===== src/rtl/iot_filter_engine_if.sv =====
// Beat-in / result-out bundle for iot_filter_engine.
// Latency: none, wires only.
// Backpressure: busy flows slave->master; beats offered while busy is high are dropped.
interface iot_filter_engine_if #(
    parameter int DATA_W = 128,
    parameter int IN_W   = 8
);
    logic              in_en;
    logic [IN_W-1:0]   iot_in;
    logic [2:0]        fn_sel;
    logic [DATA_W-1:0] thr_lo;
    logic [DATA_W-1:0] thr_hi;
    logic              busy;
    logic              valid;
    logic [DATA_W-1:0] iot_out;
    logic              frame_done;

    modport master (
        output in_en, iot_in, fn_sel, thr_lo, thr_hi,
        input  busy, valid, iot_out, frame_done
    );

    modport slave (
        input  in_en, iot_in, fn_sel, thr_lo, thr_hi,
        output busy, valid, iot_out, frame_done
    );
endinterface


===== src/rtl/iot_filter_engine.sv =====
// Streaming filter: assembles IN_W beats into DATA_W words, applies a per-frame mode per word/group.
// Latency: 2 edges from the last beat of a word to valid/iot_out/frame_done.
// Backpressure: busy stalls input for 2 cycles at each frame end; beats offered while busy are dropped.
module iot_filter_engine #(
    parameter int DATA_W  = 128,
    parameter int IN_W    = 8,
    parameter int GROUP_N = 8,
    parameter int FRAME_N = 96
) (
    input  logic               clk,
    input  logic               rst,
    iot_filter_engine_if.slave bus
);
    localparam int BEATS = DATA_W / IN_W;
    localparam int BW    = (BEATS > 1) ? $clog2(BEATS) : 1;
    localparam int LG    = $clog2(GROUP_N);
    localparam int WW    = $clog2(FRAME_N);
    localparam int AW    = DATA_W + LG;

    typedef enum logic [2:0] {
        M_PASS    = 3'b000,
        M_MAX     = 3'b001,
        M_MIN     = 3'b010,
        M_AVG     = 3'b011,
        M_EXTRACT = 3'b100,
        M_EXCLUDE = 3'b101,
        M_PMAX    = 3'b110,
        M_PMIN    = 3'b111
    } mode_e;

    // Assembly side
    logic [DATA_W-1:0] sr_q, sr_d;
    logic [BW-1:0]     beat_q, beat_d;
    logic [WW-1:0]     asm_word_q, asm_word_d;
    // Hand-off to evaluation: sr_q holds the completed word while word_vld_q is high
    logic              word_vld_q, word_vld_d;
    logic [WW-1:0]     word_idx_q, word_idx_d;
    // Per-frame latched configuration
    mode_e             mode_q, mode_d;
    logic [DATA_W-1:0] lo_q, lo_d;
    logic [DATA_W-1:0] hi_q, hi_d;
    // Evaluation state
    logic [DATA_W-1:0] ext_q, ext_d;
    logic [AW-1:0]     acc_q, acc_d;
    logic [DATA_W-1:0] peak_q, peak_d;
    logic              peak_have_q, peak_have_d;
    // Outputs
    logic              busy_q, busy_d;
    logic              valid_q, valid_d;
    logic              fdone_q, fdone_d;
    logic [DATA_W-1:0] out_q, out_d;

    // Combinational helpers
    logic              accept;
    logic              grp_last;
    logic              frm_last;
    logic              in_rng;
    logic              min_type;
    logic              emit;
    logic [LG-1:0]     pos;
    logic [DATA_W-1:0] cur_ext;
    logic [DATA_W-1:0] res;
    logic [AW-1:0]     cur_sum;

    // Next-state: beat assembly, frame-start latch, word evaluation and busy window
    always_comb begin
        sr_d        = sr_q;
        beat_d      = beat_q;
        asm_word_d  = asm_word_q;
        word_vld_d  = 1'b0;
        word_idx_d  = word_idx_q;
        mode_d      = mode_q;
        lo_d        = lo_q;
        hi_d        = hi_q;
        ext_d       = ext_q;
        acc_d       = acc_q;
        peak_d      = peak_q;
        peak_have_d = peak_have_q;
        busy_d      = busy_q;
        valid_d     = 1'b0;
        fdone_d     = 1'b0;
        out_d       = out_q;
        emit        = 1'b0;
        res         = sr_q;

        accept   = bus.in_en && !busy_q;
        pos      = word_idx_q[LG-1:0];
        grp_last = (pos == LG'(GROUP_N - 1));
        frm_last = (word_idx_q == WW'(FRAME_N - 1));
        in_rng   = (sr_q >= lo_q) && (sr_q <= hi_q);
        min_type = (mode_q == M_MIN) || (mode_q == M_PMIN);

        // Running extreme and sum restart at group position 0 and include the current word
        if (pos == '0) begin
            cur_ext = sr_q;
        end else if (min_type) begin
            cur_ext = (sr_q < ext_q) ? sr_q : ext_q;
        end else begin
            cur_ext = (sr_q > ext_q) ? sr_q : ext_q;
        end
        cur_sum = (pos == '0) ? AW'(sr_q) : (acc_q + AW'(sr_q));

        // The stall ends on the edge after the frame's final result is registered
        if (fdone_q) begin
            busy_d = 1'b0;
        end

        if (word_vld_q) begin
            ext_d = cur_ext;
            acc_d = cur_sum;
            case (mode_q)
                M_PASS: begin
                    emit = 1'b1;
                    res  = sr_q;
                end
                M_MAX, M_MIN: begin
                    emit = grp_last;
                    res  = cur_ext;
                end
                M_AVG: begin
                    emit = grp_last;
                    res  = DATA_W'(cur_sum >> LG);
                end
                M_EXTRACT: emit = in_rng;
                M_EXCLUDE: emit = !in_rng;
                M_PMAX, M_PMIN: begin
                    // First group of a frame always wins; later ones only on a strict improvement
                    if (grp_last && (!peak_have_q ||
                        (min_type ? (cur_ext < peak_q) : (cur_ext > peak_q)))) begin
                        emit        = 1'b1;
                        res         = cur_ext;
                        peak_d      = cur_ext;
                        peak_have_d = 1'b1;
                    end
                end
                default: emit = 1'b0;
            endcase
            valid_d = emit;
            fdone_d = frm_last;
            if (emit) begin
                out_d = res;
            end
        end

        if (accept) begin
            sr_d = (sr_q << IN_W) | DATA_W'(bus.iot_in);
            // First beat of word 0 snapshots the configuration for the whole frame
            if (beat_q == '0 && asm_word_q == '0) begin
                mode_d      = mode_e'(bus.fn_sel);
                lo_d        = bus.thr_lo;
                hi_d        = bus.thr_hi;
                peak_d      = '0;
                peak_have_d = 1'b0;
            end
            if (beat_q == BW'(BEATS - 1)) begin
                beat_d     = '0;
                word_vld_d = 1'b1;
                word_idx_d = asm_word_q;
                if (asm_word_q == WW'(FRAME_N - 1)) begin
                    asm_word_d = '0;
                    busy_d     = 1'b1;
                end else begin
                    asm_word_d = asm_word_q + 1'b1;
                end
            end else begin
                beat_d = beat_q + 1'b1;
            end
        end
    end

    // State registers with asynchronous active-low clear
    always_ff @(posedge clk or negedge rst) begin
        if (!rst) begin
            sr_q        <= '0;
            beat_q      <= '0;
            asm_word_q  <= '0;
            word_vld_q  <= 1'b0;
            word_idx_q  <= '0;
            mode_q      <= M_PASS;
            lo_q        <= '0;
            hi_q        <= '0;
            ext_q       <= '0;
            acc_q       <= '0;
            peak_q      <= '0;
            peak_have_q <= 1'b0;
            busy_q      <= 1'b0;
            valid_q     <= 1'b0;
            fdone_q     <= 1'b0;
            out_q       <= '0;
        end else begin
            sr_q        <= sr_d;
            beat_q      <= beat_d;
            asm_word_q  <= asm_word_d;
            word_vld_q  <= word_vld_d;
            word_idx_q  <= word_idx_d;
            mode_q      <= mode_d;
            lo_q        <= lo_d;
            hi_q        <= hi_d;
            ext_q       <= ext_d;
            acc_q       <= acc_d;
            peak_q      <= peak_d;
            peak_have_q <= peak_have_d;
            busy_q      <= busy_d;
            valid_q     <= valid_d;
            fdone_q     <= fdone_d;
            out_q       <= out_d;
        end
    end

    assign bus.busy       = busy_q;
    assign bus.valid      = valid_q;
    assign bus.iot_out    = out_q;
    assign bus.frame_done = fdone_q;
endmodule


===== src/flat_wrapper.sv =====
// flat-port wrapper written by rule: the top's interface ports become plain ports
module iot_filter_engine_flat 
#(
    parameter int DATA_W  = 128,
    parameter int IN_W    = 8,
    parameter int GROUP_N = 8,
    parameter int FRAME_N = 96
)
  (clk, rst, bus_in_en, bus_iot_in, bus_fn_sel, bus_thr_lo, bus_thr_hi, bus_busy, bus_valid, bus_iot_out, bus_frame_done);
  iot_filter_engine_if #(.DATA_W(DATA_W), .IN_W(IN_W)) bus_i ();
  input  logic clk;
  input  logic rst;
  input wire logic [$bits(bus_i.in_en)-1:0] bus_in_en;
  input wire logic [$bits(bus_i.iot_in)-1:0] bus_iot_in;
  input wire logic [$bits(bus_i.fn_sel)-1:0] bus_fn_sel;
  input wire logic [$bits(bus_i.thr_lo)-1:0] bus_thr_lo;
  input wire logic [$bits(bus_i.thr_hi)-1:0] bus_thr_hi;
  output wire logic [$bits(bus_i.busy)-1:0] bus_busy;
  output wire logic [$bits(bus_i.valid)-1:0] bus_valid;
  output wire logic [$bits(bus_i.iot_out)-1:0] bus_iot_out;
  output wire logic [$bits(bus_i.frame_done)-1:0] bus_frame_done;
  assign bus_i.in_en = bus_in_en;
  assign bus_i.iot_in = bus_iot_in;
  assign bus_i.fn_sel = bus_fn_sel;
  assign bus_i.thr_lo = bus_thr_lo;
  assign bus_i.thr_hi = bus_thr_hi;
  assign bus_busy = bus_i.busy;
  assign bus_valid = bus_i.valid;
  assign bus_iot_out = bus_i.iot_out;
  assign bus_frame_done = bus_i.frame_done;
  iot_filter_engine #(.DATA_W(DATA_W), .IN_W(IN_W), .GROUP_N(GROUP_N), .FRAME_N(FRAME_N)) u_core (.clk(clk), .rst(rst), .bus(bus_i));
endmodule

===== config.mk =====
export PLATFORM = sky130hd
export DESIGN_NAME = iot_filter_engine_flat
export DESIGN_NICKNAME = d
export VERILOG_FILES = /design/src/rtl/iot_filter_engine_if.sv /design/src/rtl/iot_filter_engine.sv /design/src/flat_wrapper.sv
export SDC_FILE = /design/constraint.sdc
export NUM_CORES = 2
export LEC_CHECK = 0
export CAP_MARGIN = 40
export CORE_MARGIN = 4
export CORE_UTILIZATION = 40
export DETAILED_ROUTE_END_ITERATION = 16
export PLACE_DENSITY = 0.7
export SLEW_MARGIN = 10
export SYNTH_ARGS = -nofsm -noshare
export SYNTH_HDL_FRONTEND = slang
export SYNTH_SLANG_ARGS = --single-unit

===== constraint.sdc =====
create_clock -name clk -period 7.13 [get_ports clk]
set_clock_uncertainty 0.05 [all_clocks]
set_input_delay 2.139 -clock clk [delete_from_list [all_inputs] [get_ports clk]]
set_output_delay 2.139 -clock clk [all_outputs]
set_load 0.005 [all_outputs]

==> results.toml <==
[yosys]
ys.flop_type = "dfrtp_1"
synth_seq_cells = 925
syn_avg_cell_area_um2 = 8.480
yosys_warnings = 0
synth_area_leader_cell = "dfrtp_1"
synthesis.nets = 8093
synth_edf_count = 0
synth_seq_area_share_pct = 38.03
synth_cells = 7178
synth_top_area_share_pct = 38.03
async_flop_share_pct = 100.0
synth.area.top_cells = "dfrtp_1 (38%), ha_1 (13%), a21oi_1 (5.6%)"
ys_types = 80
syn_area_mm2 = 0.06087

[floorplan]
start_util_pct = 40.45
die_width_um = 398.1
die_area_mm2 = 0.1585
coreArea_mm2 = 0.1505
pin_count = 401
die_h_um = 398.1
fp-row-count = 142

[sta]
rsz0062_at_grt = "yes"
setup_viol = 11
fmax_mhz = 139.1
final_max_slew_viol_count = 0
period_minus_slack_ns = 7.187
period_share_pct = 100.8
tightestPinTransition_ns = 1.104
relSlewSlack_pct = 26.42
finalHoldViolations = 0
layout_setup_ws_ns = -0.05658

[route]
totalWireLength_mm = 222.5
wl_per_cell_um = 22.38
drtIter0Drc = 5490
first_pass_iters = 9
drc = 0
vias_per_cell = 5.770
detail-route-antenna-nets = 0
vias = 57380

[min_path]
hold_depth = 2
hold_end = "u_core.bus.iot_out[100]$_DFFE_PN0P_"
holdCritPathClass = "reg2reg"
hp-start = "u_core.bus.iot_out[100]$_DFFE_PN0P_"

[worst_setup_path]
critPathMostFrequentCell = "buf_4"
crit_type = "reg2reg"
regToRegSetupSlack_ns = -0.06
cp_max_fo = 32
startpoint_type = "register"
worst_path_max_delay_cell = "or4_4"
critPathCaptureType = "register"
cpPeakStageDelay_ns = 0.61
crit_path_start = "u_core.ext_q[41]$_DFFE_PN0P_"
arrival_ns = 7.80
reg2reg_to = "u_core.peak_q[21]$_DFF_PN0_"
cp.required_ns = 7.75
r2r_start = "u_core.ext_q[41]$_DFFE_PN0P_"
r2r_cells = 32

[clock_tree]
clockBufferDepth = 3
clock_latency_ns = 0.77
cts_max_level = 3
root_buffer = "clkbuf_16"
numCtsBuffers = 107
clkSinkCount = 925
cts_tree = "built"
clkTransAtPathRegs_ns = 0.07

[grt]
grt_first_pass_wirelength_mm = 327.4
gr-usage-all-layers_pct = 26.38
grt_max_degree = 188
grt_pass1_vias = 55700
grt_overflow = 0
antenna_found_initial = 8

[final_layout]
layout_commonest_cell = "dfrtp_1"
layout_common_cells = "dfrtp_1 (924), nand2_1 (894), inv_1 (707), nor2_1 (670), a21oi_1 (660)"
syn_to_final_growth_pct = 24.53
drive_gt1_share_pct = 13.93
multi_input_area_mm2 = 0.03471
nets = 8754
final_core_util_pct = 50.37
diodes = 0
n_fill_cell = 13880
seqCellArea_mm2 = 0.02315

[run_status]
violations = "setup timing"
status = "finished with violations"

[flow_run]
cap_violations = 0

[placed_design]
pre_cts_ws_ns = -0.6410
io_buffers = 400
hpwlAfterDp_mm = 162.0
globalplace.congestion = 0.9820

[power_and_ir_drop]
p_leak_nw = 37.96
finalPower_mw = 11.43
power_density_mw_per_mm2 = 150.8
vdd_ir_drop_max_uv = 179.0
==> what timing repair did <==
item	in CTS	in global routing
pin swaps	6	60
buffers inserted	15	35
resized for setup	33	215
gates cloned	5	18
hold buffers	0	0
setup endpoints to repair	257	256
==> layer usage <==
layer / global-route usage (%) / up-vias / wire length [µm]
met5: 0 / - / 26
met2: 41.94 / 2375 / 100400
met3: 4.175 / 518 / 17250
met1: 35.78 / 27920 / 94290
met4: 10.99 / 4 / 10560
li1: - / 26560 / -
==> cell type report <==
type / instances / share of cell area, %
clock buffer: 145 / 4.011
timing repair buffer: 927 / 11.90
sequential: 925 / 30.54
multi-input combinational: 5163 / 45.79
tap: 2016 / 3.328
clock inverter: 53 / 0.8799
inverter: 715 / 3.547
==> synthesized netlist by cell type, types with 7 or more instances <==
master	n
o22ai_1	8
a2111oi_0	10
or3_1	18
nor2b_1	17
buf_2	45
or2_2	10
a221oi_1	43
a21boi_0	12
a41oi_1	9
nor4_1	22
a211oi_1	156
and4_1	18
o221ai_1	79
and3_1	20
o21ai_0	566
ha_1	644
and2_1	15
a22oi_1	18
clkbuf_1	299
xnor2_1	76
inv_1	714
xor2_1	51
a221o_1	7
nand2b_1	21
o221a_2	13
o21bai_1	42
a22o_1	8
mux2_2	174
o21a_1	24
a21oi_1	685
or4_1	13
nand4_1	177
nor3_1	78
a31oi_1	61
a21o_1	110
nor2_1	681
mux2i_1	112
o31ai_1	31
a222oi_1	11
o211ai_1	34
o21ai_1	22
nand3_1	84
dfrtp_1	925
buf_1	26
nand2_1	895
==> cell families after synthesis <==
family | after synthesis | synth area share, %
AND/OR/NAND/NOR | 2091 | 14.86
AO/OA/AOI/OAI | 2013 | 20.09
buffers and inverters | 1090 | 6.843
flip-flops | 925 | 38.03
adder cells (fa/ha/maj) | 645 | 13.27
multiplexers | 287 | 5.079
XOR/XNOR | 127 | 1.827
==> power breakdown <==
part           switching [mW]  internal (mW)
Clock                    2.44           3.41
Sequential            0.00238           5.25
Combinational           0.166          0.163
Total                    2.61           8.82
==> sequential cells by signal (all words and copies together) (netlist names), 3 cells and up <==
register,flops
u_core.sr_q,128
u_core.beat_q,4
u_core.hi_q,128
u_core.mode_q,3
u_core.lo_q,128
u_core.asm_word_q,7
u_core.peak_q,128
u_core.bus.iot_out,128
u_core.word_idx_q,7
u_core.acc_q,131
u_core.ext_q,128
==> critical path: cells and delay by family (launching register included) <==
| family | cells | cell delay (ns) |
|---|---|---|
| buffers and inverters | 10 | 1.48 |
| adders and majority gates | 2 | 0.58 |
| and+or+nand+nor | 10 | 2.66 |
| DFF | 1 | 0.35 |
| AOI/OAI and AO/OA | 9 | 1.65 |
| muxes | 1 | 0.24 |
==> through the flow <==
step,cells,hold WS [ns],TNS (ns),area (µm²)
global route,9944,0.4588,-23.19,75800
finish,9944,0.4404,-0.1875,75800
CTS,9893,0.4443,0,74110
floorplan,7178,0.4069,0,60870
detailed placement,9675,0.4165,-117.79,69920
global placement,9659,0.4144,-95.89,69710
==> worst max-delay path by stage <==
stage	endpoint	slack, ns	depth (start not counted)
floorplan	u_core.bus.iot_out[59]$_DFFE_PN0P_	0.61	30
CTS	u_core.peak_q[19]$_DFF_PN0_	0.007	32
detailed placement	u_core.peak_q[31]$_DFF_PN0_	-0.64	30
finish	u_core.peak_q[21]$_DFF_PN0_	-0.06	32
global route	u_core.peak_q[21]$_DFF_PN0_	-0.20	34
global placement	u_core.peak_q[100]$_DFF_PN0_	-0.48	30
No activity file was read; power rests on OpenSTA's default activity.
